<file path="config.mk">
export PLATFORM = sky130hd
export DESIGN_NAME = lc3b_fetch
export DESIGN_NICKNAME = d
export VERILOG_FILES = /design/src/rtl/lc3b_fetch_pkg.sv /design/src/rtl/lc3b_fetch_pc.sv /design/src/rtl/lc3b_fetch.sv
export SDC_FILE = /design/constraint.sdc
export NUM_CORES = 1
export LEC_CHECK = 0
export ABC_AREA = 1
export BUFFER_PORTS_ARGS = -buffer_cell sky130_fd_sc_hd__buf_2
export CORE_MARGIN = 3
export CORE_UTILIZATION = 40
export CTS_CLUSTER_SIZE = 25
export DETAILED_ROUTE_END_ITERATION = 10
export GPL_TIMING_DRIVEN = 0
export PLACE_DENSITY = 0.75
export RECOVER_POWER = 50
export SYNTH_ARGS = -nofsm -noshare
export SYNTH_HDL_FRONTEND = slang
export SYNTH_SLANG_ARGS = --single-unit
export TNS_END_PERCENT = 50
</file>
<file path="constraint.sdc">
create_clock -name clk -period 1.58 [get_ports clk]
set_input_delay 0 -clock clk [delete_from_list [all_inputs] [get_ports clk]]
set_output_delay 0 -clock clk [all_outputs]
set_load 0.01 [all_outputs]
</file>
<file path="src/rtl/lc3b_fetch_pkg.sv">
// Shared LC-3b fetch types and helpers.
//   lc3b_word         : 16-bit machine word used on every datapath port
//   lc3b_fetch_state  : fetch controller states (FETCH, HOLD, DRAIN)
//   LC3B_INSN_BYTES   : byte distance between consecutive instructions
//   align_word()      : clears bit 0 so an address is word aligned
//   next_insn()       : address of the following instruction (wraps)
package lc3b_fetch_pkg;

    typedef logic [15:0] lc3b_word;

    typedef enum logic [1:0] {
        FETCH = 2'd0,
        HOLD  = 2'd1,
        DRAIN = 2'd2
    } lc3b_fetch_state;

    localparam lc3b_word LC3B_INSN_BYTES = 16'd2;
    localparam lc3b_word LC3B_ALIGN_MASK = 16'hFFFE;

    function automatic lc3b_word align_word(input lc3b_word addr);
        return addr & LC3B_ALIGN_MASK;
    endfunction

    function automatic lc3b_word next_insn(input lc3b_word addr);
        return addr + LC3B_INSN_BYTES;
    endfunction

endpackage

</file>
<file path="src/rtl/lc3b_fetch_pc.sv">
// Program counter register for the fetch unit.
//   clk        : system clock
//   reset      : synchronous active-high reset, loads RESET_PC (bit 0 cleared)
//   load       : load load_value (bit 0 cleared); wins over inc
//   load_value : new PC value
//   inc        : advance PC by one instruction, wrapping at 16 bits
//   pc         : current PC, always even
module lc3b_fetch_pc
    import lc3b_fetch_pkg::*;
#(
    parameter lc3b_word RESET_PC = 16'h0000
)
(
    input  logic     clk,
    input  logic     reset,
    input  logic     load,
    input  lc3b_word load_value,
    input  logic     inc,
    output lc3b_word pc
);

    lc3b_word pc_r;

    // PC update: reset, then explicit load, then sequential increment
    always_ff @(posedge clk) begin
        if (reset) begin
            pc_r <= align_word(RESET_PC);
        end else if (load) begin
            pc_r <= align_word(load_value);
        end else if (inc) begin
            pc_r <= next_insn(pc_r);
        end else begin
            pc_r <= pc_r;
        end
    end

    assign pc = pc_r;

endmodule

</file>
<file path="src/rtl/lc3b_fetch.sv">
// LC-3b instruction fetch unit.
// Owns the PC, issues word reads on the mem_read/mem_resp port, holds each
// fetched word with its PC under a valid/ready handshake towards decode and
// handles redirects from execute, dropping every wrong-path word.
//   clk, reset         : clock and synchronous active-high reset
//   mem_address        : byte address of the current read (always even)
//   mem_read           : read request, held until mem_resp
//   mem_resp/mem_rdata : one-cycle response pulse with its data
//   redirect/redirect_pc : one-cycle restart request and its target
//   ir_valid/ir_ready  : handshake towards decode
//   ir_data/ir_pc      : held instruction and its address
//   ir_pc_next         : ir_pc + 2 (wraps)
//   fetch_count        : instructions handed to decode (wraps)
module lc3b_fetch
    import lc3b_fetch_pkg::*;
#(
    parameter lc3b_word RESET_PC = 16'h0000
)
(
    input  logic     clk,
    input  logic     reset,
    output lc3b_word mem_address,
    output logic     mem_read,
    input  logic     mem_resp,
    input  lc3b_word mem_rdata,
    input  logic     redirect,
    input  lc3b_word redirect_pc,
    output logic     ir_valid,
    input  logic     ir_ready,
    output lc3b_word ir_data,
    output lc3b_word ir_pc,
    output lc3b_word ir_pc_next,
    output lc3b_word fetch_count
);

    lc3b_fetch_state state_r, state_s;
    logic            mem_read_r, mem_read_s;
    logic            ir_valid_r, ir_valid_s;
    lc3b_word        ir_data_r, ir_data_s;
    lc3b_word        ir_pc_r, ir_pc_s;
    lc3b_word        pending_pc_r, pending_pc_s;
    lc3b_word        fetch_count_r, fetch_count_s;

    logic            pc_load_s;
    logic            pc_inc_s;
    lc3b_word        pc_load_value_s;
    lc3b_word        pc_s;
    logic            resp_s;

    // A response only counts when a request is actually outstanding; in the
    // one-cycle gap after a completed request mem_read is low.
    assign resp_s = mem_resp & mem_read_r;

    lc3b_fetch_pc #(
        .RESET_PC (RESET_PC)
    ) u_pc (
        .clk        (clk),
        .reset      (reset),
        .load       (pc_load_s),
        .load_value (pc_load_value_s),
        .inc        (pc_inc_s),
        .pc         (pc_s)
    );

    // Next-state, next-output and PC control for the fetch controller
    always_comb begin
        state_s         = state_r;
        mem_read_s      = mem_read_r;
        ir_valid_s      = ir_valid_r;
        ir_data_s       = ir_data_r;
        ir_pc_s         = ir_pc_r;
        pending_pc_s    = pending_pc_r;
        fetch_count_s   = fetch_count_r;
        pc_load_s       = 1'b0;
        pc_inc_s        = 1'b0;
        pc_load_value_s = redirect_pc;

        case (state_r)
            FETCH: begin
                ir_valid_s = 1'b0;
                if (redirect) begin
                    if (mem_read_r && !resp_s) begin
                        // Request in flight cannot be aborted: keep the old
                        // address on the bus and remember where to go next.
                        pending_pc_s = align_word(redirect_pc);
                        state_s      = DRAIN;
                        mem_read_s   = 1'b1;
                    end else begin
                        // Either the word just arrived (drop it) or nothing
                        // was outstanding; restart directly at the target.
                        pc_load_s  = 1'b1;
                        state_s    = FETCH;
                        mem_read_s = !resp_s;
                    end
                end else if (resp_s) begin
                    ir_data_s  = mem_rdata;
                    ir_pc_s    = pc_s;
                    ir_valid_s = 1'b1;
                    pc_inc_s   = 1'b1;
                    state_s    = HOLD;
                    mem_read_s = 1'b0;
                end else begin
                    state_s    = FETCH;
                    mem_read_s = 1'b1;
                end
            end
            HOLD: begin
                if (redirect) begin
                    // Redirect beats ir_ready: the held word is wrong-path.
                    pc_load_s  = 1'b1;
                    ir_valid_s = 1'b0;
                    state_s    = FETCH;
                    mem_read_s = 1'b1;
                end else if (ir_ready) begin
                    fetch_count_s = fetch_count_r + 16'd1;
                    ir_valid_s    = 1'b0;
                    state_s       = FETCH;
                    mem_read_s    = 1'b1;
                end else begin
                    ir_valid_s = 1'b1;
                    state_s    = HOLD;
                    mem_read_s = 1'b0;
                end
            end
            DRAIN: begin
                ir_valid_s = 1'b0;
                if (resp_s) begin
                    // Abandoned word is dropped; a coincident redirect is the
                    // newest target and wins over the stored one.
                    pc_load_s       = 1'b1;
                    pc_load_value_s = redirect ? redirect_pc : pending_pc_r;
                    state_s         = FETCH;
                    mem_read_s      = 1'b0;
                end else if (redirect) begin
                    pending_pc_s = align_word(redirect_pc);
                    state_s      = DRAIN;
                    mem_read_s   = 1'b1;
                end else begin
                    state_s    = DRAIN;
                    mem_read_s = 1'b1;
                end
            end
            default: begin
                ir_valid_s = 1'b0;
                state_s    = FETCH;
                mem_read_s = 1'b0;
            end
        endcase
    end

    // Controller and output registers
    always_ff @(posedge clk) begin
        if (reset) begin
            state_r       <= FETCH;
            mem_read_r    <= 1'b0;
            ir_valid_r    <= 1'b0;
            ir_data_r     <= 16'h0000;
            ir_pc_r       <= 16'h0000;
            pending_pc_r  <= 16'h0000;
            fetch_count_r <= 16'h0000;
        end else begin
            state_r       <= state_s;
            mem_read_r    <= mem_read_s;
            ir_valid_r    <= ir_valid_s;
            ir_data_r     <= ir_data_s;
            ir_pc_r       <= ir_pc_s;
            pending_pc_r  <= pending_pc_s;
            fetch_count_r <= fetch_count_s;
        end
    end

    // In DRAIN the PC has not moved yet, so it is still the abandoned address.
    assign mem_address = pc_s;
    assign mem_read    = mem_read_r;
    assign ir_valid    = ir_valid_r;
    assign ir_data     = ir_data_r;
    assign ir_pc       = ir_pc_r;
    assign ir_pc_next  = next_insn(ir_pc_r);
    assign fetch_count = fetch_count_r;

endmodule

</file>
==> key figures <==
Route
  – Average wire per standard cell: around 13 um
  – Final wirelength: 12,700 um
  – Vias per inst: between 4 and 5
  – DRC Markers: 0
  – Drt pass-1 iters: 5
  – Antenna Violating Nets Remaining: 0
  – Total number of vias: around 4,700
  – First DRT Iteration DRCs: ~330

Hold path
  – Worst hold path class: input port to flop

STA
  – Fin worst setup slack: -15.4 ps
  – Clk_skew: 10.7 ps
  – Fin Setup TNS: -20.8 ps
  – Slew HR: 0.576
  – Hold Fails Final Rpt: 0
  – Crit path time final: between 1500 and 2000 ps
  – WHS: about 61 ps
  – Worst-margin pin slew: ~640 ps
  – Final Cycle Share: 1.01
  – RSZ-0062 raised after global routing: true
  – Fmax: 0.627 GHz
  – Max Slew Vio Count: 0
  – Setup Viol. Count Final: 2

Clocking
  – Clk sink count: approximately 80
  – H-tree depth: 3
  – Worst-skew pair later-pin latency: between 300 and 400 ps
  – Total CTS buffers: 9
  – Root Buffer: clkbuf_8
  – Clock Path Buffers: 2
  – Clock transition at path regs: ~80 ps
  – CTS tree: built

Run status
  – Failing checks: setup timing
  – Status: finished, violations left

Setup path
  – CP endpoint: ir_pc_next[13]
  – Reg-to-reg setup timing slack: about 110 ps
  – Worst EP arrival: between 1500 and 2000 ps
  – Buf/Inv on CP: 1
  – R2R cell count: 7
  – CP endpoint kind: output pin
  – CP max FO: 4
  – Crit path launch: ir_pc[2]$_SDFFE_PP0P_
  – Family with the most delay on the worst path: flip-flops
  – Crit start category: flop
  – Crit-path slowest cell: dfxtp_4
  – WS Path Type: flop to output pin
  – Max incr delay on CP: ~380 ps
  – Cell count along the critical path: 6
  – Reg-to-Reg Start: mem_read$_SDFF_PP0_
  – R2r endpoint: ir_pc[3]$_SDFFE_PP0P_
  – Cell Chain, Critical Path: ha_4 -> nand3_4 -> nor2_4 -> nand4_1 -> xnor2_1 -> buf_2
  – Crit path required time: between 1500 and 2000 ps

Placement
  – Pre-CTS WS: -105 ps
  – Placed Area: around 0.005 mm2
  – HPWL after DPL: a little under 9000 um
  – Cells after DPL: 890
  – Port Buf Inserts: 114
  – RD Place Congestion: 0.912

Power
  – P_leak: ~0.0027 uW
  – Int Pwr: 3570 uW
  – Share of power burned in registers: 0.459
  – Switching Share: 0.272
  – Net Sw Power: 1340 uW
  – Clock Power Share: 0.383
  – PD cells: 838 mW/mm2
  – Peak VDD IR: 507 uV
  – Logic pwr share: 0.158

Cells and area
  – Final #Nets: between 800 and 900
  – Post-layout instance area: between 0.005 and 0.006 mm2
  – Layout cell share with drive strength beyond 1: 0.245
  – Most common cell after layout, fill and taps aside: nand2_1
  – ANT cells: 0
  – Layout Cells excl Fill: 956
  – Most frequent cells in the layout: nand2_1 (149), buf_2 (101), nor2_1 (100)
  – Syn-to-layout area delta: 38.3%

Floorplanning
  – Num ports: roughly 120
  – Core area: 0.0100 mm2
  – Die Y: 109 um
  – Die Footprint: 0.0119 mm2
  – # rows: 36
  – Chip Width: between 100 and 150 um
  – Initial Util: 0.422

Logic synthesis
  – Synthesized area: 0.00424 mm2
  – Mapped Cells: between 600 and 700
  – #FFs+latches synth: a little over 80
  – Warnings, synthesis: 0
  – Syn avg cell area: around 6.6 um2
  – Seq/Total Area, Yosys: 0.383
  – Netlist cell types: 33

Job
  – Max-Cap Viols: 0

Global route
  – Tot GR Track Use: 0.210
  – Global routing's busiest layer: met2
  – Vias in the first global route: 4,145
  – Global-route wire length before repair: 19,900 um
  – Overflow after GRT: 0
  – Grt met1 use: 0.277
  – Met2 Use GR: 0.357
  – Largest net degree at the start of global routing: 15
  – Met3 Track Usage GR: 0.0349
  – Initial antenna violation count: 0
[sequential cells by signal, indices dropped and copies added (netlist names)]
name,cells
ir_pc,15
u_pc.pc,15
ir_valid,1
ir_data,16
mem_read,1
state_r,2
fetch_count,16
pending_pc_r,15
[how the worst min path moves through the flow]
stage	start	end	slack, ps	depth (start not counted)
final	redirect	mem_read$_SDFF_PP0_	60	3
after global routing	redirect	state_r[0]$_SDFF_PP0_	70	4
after CTS	redirect	state_r[0]$_SDFF_PP0_	50	4
after detailed placement	mem_rdata[12]	ir_data[12]$_SDFFE_PP0P_	260	3
after global placement	mem_rdata[6]	ir_data[6]$_SDFFE_PP0P_	250	3
after floorplan	reset	u_pc.pc[3]$_SDFFE_PP0P_	60	1
[repair_timing]
item                                   in CTS  in global routing
pin swaps                                   2                 11
buffers inserted                            2                 13
setup endpoints to repair                  24                 58
endpoints found under the hold margin      37                  0
hold buffers                               35                  0
gates resized for setup                    27                 32
[cells in the mapped netlist, drive strengths merged]
library cell,number,area share
nand3,51,0.065
conb,1,0.00089
buf,21,0.035
nor3,9,0.014
a21oi,49,0.059
nor3b,1,0.0030
clkbuf,7,0.0062
o21ai,55,0.066
nand2,154,0.14
dfxtp,81,0.38
xor2,8,0.017
nor4,1,0.0015
nand4,14,0.022
ha,3,0.0089
nor2,111,0.11
xnor2,6,0.012
inv,68,0.061
o21bai,1,0.0018
[per-layer routing]
| metal | up-vias | wire, um |
|---|---|---|
| li1 | 2408 | - |
| met5 | - | 0 |
| met3 | 9 | 837 |
| met2 | 148 | 5920 |
| met4 | 0 | 109 |
| met1 | 2100 | 5850 |
[area by class of cell]
type,count,area (um2)
sequential,81,1660
fill,988,4190
tap,133,166
clock buffer,10,138
inverter,68,258
multi-input combinational,466,2320
buffer,28,184
timing repair buffer,164,1010
clock inverter,6,115
[through the flow]
stage / power, uW / utilization
finish: 4910 / 0.583
floorplan: 2700 / -
global route: 5140 / 0.583
global placement: 2960 / 0.496
detailed placement: 2970 / 0.496
CTS: 4910 / 0.566
[worst reg2reg max path: stages (launching register included)]
cell and delay (ps):
dfxtp_2 370, nand2_2 110, inv_2 110, nand3_2 150, inv_2 130, buf_4 180, clkbuf_4 210, a21oi_1 90
[power groups by stage]
| stage | clock (uW) | sequential [uW] | combinational, uW |
|---|---|---|---|
| after floorplan | 0 | 2310 | 387 |
| after global placement | 0 | 2300 | 664 |
| after detailed placement | 0 | 2300 | 671 |
| after CTS | 1910 | 2250 | 747 |
| after global routing | 1990 | 2270 | 871 |
| final | 1880 | 2250 | 774 |
[logic make-up after synthesis]
family	count (synthesis)	synth area share
AOI/OAI and AO/OA	105	0.126
xor gates and xnor gates	14	0.0289
adders and majority gates	3	0.00886
buffers and inverters	96	0.102
DFF	81	0.383
other	1	0.000885
and+or+nand+nor	341	0.350
No activity file was read; power rests on OpenSTA's default activity.
